File: config.mk
export PLATFORM = sky130hd
export DESIGN_NAME = btn_event
export DESIGN_NICKNAME = d
export VERILOG_FILES = /design/src/rtl/btn_pkg.sv /design/src/rtl/btn_event_edge_detect.sv /design/src/rtl/btn_event.sv
export SDC_FILE = /design/constraint.sdc
export NUM_CORES = 1
export LEC_CHECK = 0
export CAP_MARGIN = 10
export CORE_ASPECT_RATIO = 0.75
export CORE_UTILIZATION = 40
export DETAILED_ROUTE_END_ITERATION = 8
export MAX_ROUTING_LAYER = met4
export SYNTH_ARGS = -nofsm -noshare
export SYNTH_HDL_FRONTEND = slang
export SYNTH_SLANG_ARGS = --single-unit
File: constraint.sdc
create_clock -name clk -period 2.22 [get_ports clk]
set_input_delay 0.444 -clock clk [delete_from_list [all_inputs] [get_ports clk]]
set_output_delay 0.444 -clock clk [all_outputs]
set_load 0.01 [all_outputs]
File: src/rtl/btn_pkg.sv
// Shared types and default thresholds for the button event classifier.
package btn_pkg;

  typedef enum logic [1:0] {
    IDLE    = 2'd0,
    PRESSED = 2'd1,
    LONG    = 2'd2
  } btn_state_t;

  localparam int unsigned BTN_LONG_DEF   = 50_000_000;
  localparam int unsigned BTN_REPEAT_DEF = 10_000_000;

endpackage

File: src/rtl/btn_event_edge_detect.sv
// Rise/fall detector owning the previous-sample register; reset value is a
// parameter so a button held through reset does not look like a fresh press.
module edge_detect #(
  parameter logic RST_VAL = 1'b1
) (
  input  logic clk,
  input  logic rst,
  input  logic sig,
  output logic rise,
  output logic fall
);

  logic prev;

  always_ff @(posedge clk or posedge rst) begin
    if (rst) prev <= RST_VAL;
    else     prev <= sig;
  end

  assign rise = sig & ~prev;
  assign fall = ~sig & prev;

endmodule

File: src/rtl/btn_event.sv
// Button event classifier: press/release/short/long/auto-repeat pulses from a
// debounced level. Auto-repeat is compiled in only when BTN_REPEAT_EN is defined.
// state   | meaning
// IDLE    | button released; counter held at 0
// PRESSED | held, long threshold not yet reached
// LONG    | held past long threshold; counter times repeats
module btn_event
  import btn_pkg::*;
#(
  parameter int unsigned LONG_CYCLES   = BTN_LONG_DEF,
  parameter int unsigned REPEAT_CYCLES = BTN_REPEAT_DEF,
  parameter int unsigned CNT_W         = 26
) (
  input  logic clk,
  input  logic rst,
  input  logic btn_in,
  output logic press_pulse,
  output logic release_pulse,
  output logic short_pulse,
  output logic long_pulse,
  output logic repeat_pulse,
  output logic held
);

  if (LONG_CYCLES < 2 || REPEAT_CYCLES < 2 ||
      (64'd1 << CNT_W) <= 64'(LONG_CYCLES) ||
      (64'd1 << CNT_W) <= 64'(REPEAT_CYCLES)) begin : g_param_err
    $error("btn_event: illegal LONG_CYCLES/REPEAT_CYCLES/CNT_W combination");
  end

  localparam logic [CNT_W-1:0] LONG_TC = CNT_W'(LONG_CYCLES - 1);

  btn_state_t       state, state_nx;
  logic [CNT_W-1:0] cnt, cnt_nx;
  logic             rise, fall;
  logic             press_nx, release_nx, short_nx, long_nx;

  edge_detect #(.RST_VAL(1'b1)) u_edge (
    .clk  (clk),
    .rst  (rst),
    .sig  (btn_in),
    .rise (rise),
    .fall (fall)
  );

`ifdef BTN_REPEAT_EN
  localparam logic [CNT_W-1:0] REPEAT_TC = CNT_W'(REPEAT_CYCLES - 1);
  logic repeat_nx;
`endif

  always_comb begin
    state_nx   = state;
    cnt_nx     = cnt;
    press_nx   = 1'b0;
    release_nx = 1'b0;
    short_nx   = 1'b0;
    long_nx    = 1'b0;
`ifdef BTN_REPEAT_EN
    repeat_nx  = 1'b0;
`endif
    case (state)
      IDLE: begin
        cnt_nx = '0;
        if (rise) begin
          state_nx = PRESSED;
          press_nx = 1'b1;
        end
      end
      PRESSED: begin
        // release wins over a threshold hit in the same cycle
        if (fall) begin
          state_nx   = IDLE;
          cnt_nx     = '0;
          release_nx = 1'b1;
          short_nx   = 1'b1;
        end else if (cnt == LONG_TC) begin
          state_nx = LONG;
          cnt_nx   = '0;
          long_nx  = 1'b1;
        end else begin
          cnt_nx = cnt + CNT_W'(1);
        end
      end
      LONG: begin
        if (fall) begin
          state_nx   = IDLE;
          cnt_nx     = '0;
          release_nx = 1'b1;
        end else begin
`ifdef BTN_REPEAT_EN
          if (cnt == REPEAT_TC) begin
            cnt_nx    = '0;
            repeat_nx = 1'b1;
          end else begin
            cnt_nx = cnt + CNT_W'(1);
          end
`endif
        end
      end
      default: begin
        state_nx = IDLE;
        cnt_nx   = '0;
      end
    endcase
  end

  always_ff @(posedge clk or posedge rst) begin
    if (rst) begin
      state         <= IDLE;
      cnt           <= '0;
      press_pulse   <= 1'b0;
      release_pulse <= 1'b0;
      short_pulse   <= 1'b0;
      long_pulse    <= 1'b0;
    end else begin
      state         <= state_nx;
      cnt           <= cnt_nx;
      press_pulse   <= press_nx;
      release_pulse <= release_nx;
      short_pulse   <= short_nx;
      long_pulse    <= long_nx;
    end
  end

`ifdef BTN_REPEAT_EN
  always_ff @(posedge clk or posedge rst) begin
    if (rst) repeat_pulse <= 1'b0;
    else     repeat_pulse <= repeat_nx;
  end
`else
  assign repeat_pulse = 1'b0;
`endif

  assign held = (state != IDLE);

endmodule

==> results.py <==
metrics = {
    "clocking": {
        "cts_made_buffers": 5,
        "htreeDepth": 2,
        "clk_pin_slew_ns": 0.07,
        "root_buffer": "clkbuf_8",
        "hold_buffers": 0,
        "clkLatencyLatePin_ns": 0.28,
        "cts_tree": "built",
        "cts_resized": 0,
        "clock_path_buffers": 2,
        "clock_sinks": 33,
        "cts_setup_buffers": 0,
    },
    "sta": {
        "fin_skew_ns": 0.0106,
        "setup_tns_ns": 0,
        "period_share": 0.931,
        "rsz0062_at_grt": "no",
        "period_minus_slack_ns": 2.07,
        "hold_viol": 0,
        "clock.fmax_ghz": 0.484,
        "setup_ws_ns": 0.153,
        "setup_viol": 0,
        "maxSlewViolCount": 0,
    },
    "setup_path": {
        "reg2reg_setup_slack_ns": 0.30,
        "cpLargestDelayFamily": "buffers and inverters",
        "path_class": "register to output pin",
        "cp_slowest_cell": "clkdlybuf4s50_1",
        "rr_worst_depth": 7,
        "crit_path_end": "held",
        "cp_common_cell": "inv_1",
        "critPathLaunchType": "register",
        "crit_arrival_ns": 1.62,
        "r2r_end": "state[0]",
        "cp_max_fo": 3,
        "cp-startpoint": "state[0]",
        "worstPathCellList": "inv_1 > ha_1 > inv_1 > clkdlybuf4s50_1",
        "end_kind": "output pin",
        "path_depth": 4,
        "r2r_start": "cnt[0]",
        "critPathBufInv": 3,
        "worstPathRequired_ns": 1.78,
        "critPathMaxStageDelay_ns": 0.54,
    },
    "placed_design": {
        "place.gp.congestion": 0.837,
        "pre_cts_slack_ns": 0.0888,
        "dpl_cell_area_um2": 1880,
        "dp_hpwl_um": 2420,
        "port_buffers": 7,
    },
    "power": {
        "leakage_nw": 0.848,
        "p_per_area_nw_per_um2": 760,
        "ir_worst_vdd_mv": 0.350,
    },
    "grt": {
        "grt_remaining_overflow": 0,
        "antenna_found_initial": 0,
        "first_global_vias": 1274,
        "grt_max_degree": 34,
        "grt_use_total": 0.178,
        "grt_pass1_wl_um": 6020,
    },
    "drt": {
        "firstDrtPassIters": 4,
        "wl_um": 3380,
        "ant_nets": 0,
        "viasPerCell": 5.37,
        "drt_iter0_markers": 68,
        "wl_per_cell_um": 14.0,
        "route.detailed.drc": 0,
        "dr_total_vias": 1299,
    },
    "finish": {
        "antenna_cells": 0,
        "nets": 193,
        "design_area_um2": 1990,
        "drive_above_1_share": 0.166,
        "area_delta_synth_final_pct": 14.9,
    },
    "die": {
        "ioPinCount": 9,
        "fp.dieArea_um2": 4610,
        "die_y_um": 59.0,
        "core_region_area_um2": 4100,
        "num_rows": 20,
        "die_w_um": 78.0,
        "start_util": 0.423,
    },
    "synthesis": {
        "synth_largest_area_cell": "dfrtp_1",
        "synth_seq_cells": 33,
        "ys_types": 40,
        "yosysSeqAreaShare": 0.477,
        "yosysWarnings": 0,
        "ys_top_cells_by_count": "dfrtp_1, nor2_1, xor2_1",
        "avgSynthCellArea_um2": 10.1,
        "synth-edff-count": 0,
        "yosysMostFrequentCell": "dfrtp_1",
        "synthCells": 172,
        "syn-num-nets": 179,
        "synthTopCellsByArea": "dfrtp_1, xor2_1, nor2_1, nand4_1, ha_1",
        "synthArstFlopShare": 1.00,
        "synth_area_um2": 1730,
        "synth_top_area_frac": 0.462,
        "synthFlopType": "dfrtp_1",
    },
    "status": {
        "status": "complete, no violations",
    },
    "hold_path": {
        "hold_path_class": "register to register",
    },
    "run": {
        "drv_cap": 0,
    },
}
-- worst min path at each step --
stage | from | endpoint | cells after the start
floorplan | btn_in | u_edge.prev | 0
global placement | cnt[22] | cnt[22] | 2
detailed placement | cnt[6] | cnt[6] | 1
CTS | cnt[6] | cnt[6] | 1
global route | cnt[11] | cnt[11] | 2
finish | cnt[6] | cnt[6] | 1
-- final cells by class --
cell class	count	area (um^2)
fillers	386	2110
multi-input cells	129	850
flip-flops and latches	33	827
repair buffers	13	115
clock buffers	7	86.3
well taps	55	68.8
clock inverters	1	30.0
inverters	4	15.0
-- registers in the layout, summed over array words and instances, names as in the netlist --
register	count
long_pulse	1
u_edge.prev	1
short_pulse	1
cnt	26
release_pulse	1
press_pulse	1
state	2
-- metal layers --
layer  part of all wire  vias to the layer above  routed length, um  global-route usage
met5                  0                        -                  0                   -
met4              0.012                        0                 41              0.0503
met3              0.040                        8                134              0.0415
met2               0.46                       37               1540               0.271
met1               0.49                      635               1660               0.240
li1                   -                      619                  -                   -
-- placed cells by master (no fill, tap or decap), drive strengths merged, types with 3 or more instances in the layout --
master         instances
dfrtp                 32
inv                    4
o21ai                  6
ha                     4
and2                   7
nand2                 12
nand3                 11
and4                   5
xor2                  18
nor2                  23
buf                    6
nand4                 10
clkdlybuf4s50          7
nor2b                  3
a21oi                  9
and3                   5
clkbuf                 7
-- cells by family (layout without fill, tap and decap cells) --
family          count (synthesis)  after routing  synth area share
compound gates                 19             19            0.0772
flops                          33             33             0.477
xor+xnor                       20             20             0.101
buf+inv                        10             25            0.0332
other cells                     1              1           0.00216
fa+ha+maj                       4              4            0.0289
simple gates                   85             85             0.281
-- through the flow --
step	total power [W]	util	std cells	hold slack, ns
after global placement	0.000936	0.457	234	0.528
after detailed placement	0.000947	0.457	234	0.537
after global routing	0.00160	0.485	242	0.589
after CTS	0.00153	0.485	242	0.548
final	0.00151	0.485	242	0.543
after floorplan	0.000853	-	172	0.448
-- power by group --
group          internal (W)  total (W)  leakage [nW]  switching [W]
logic              0.000112   0.000275         0.335       0.000162
registers          0.000631   0.000663         0.454      0.0000316
clock network      0.000366   0.000577        0.0585       0.000211
Power figures use the tool's default switching activity.
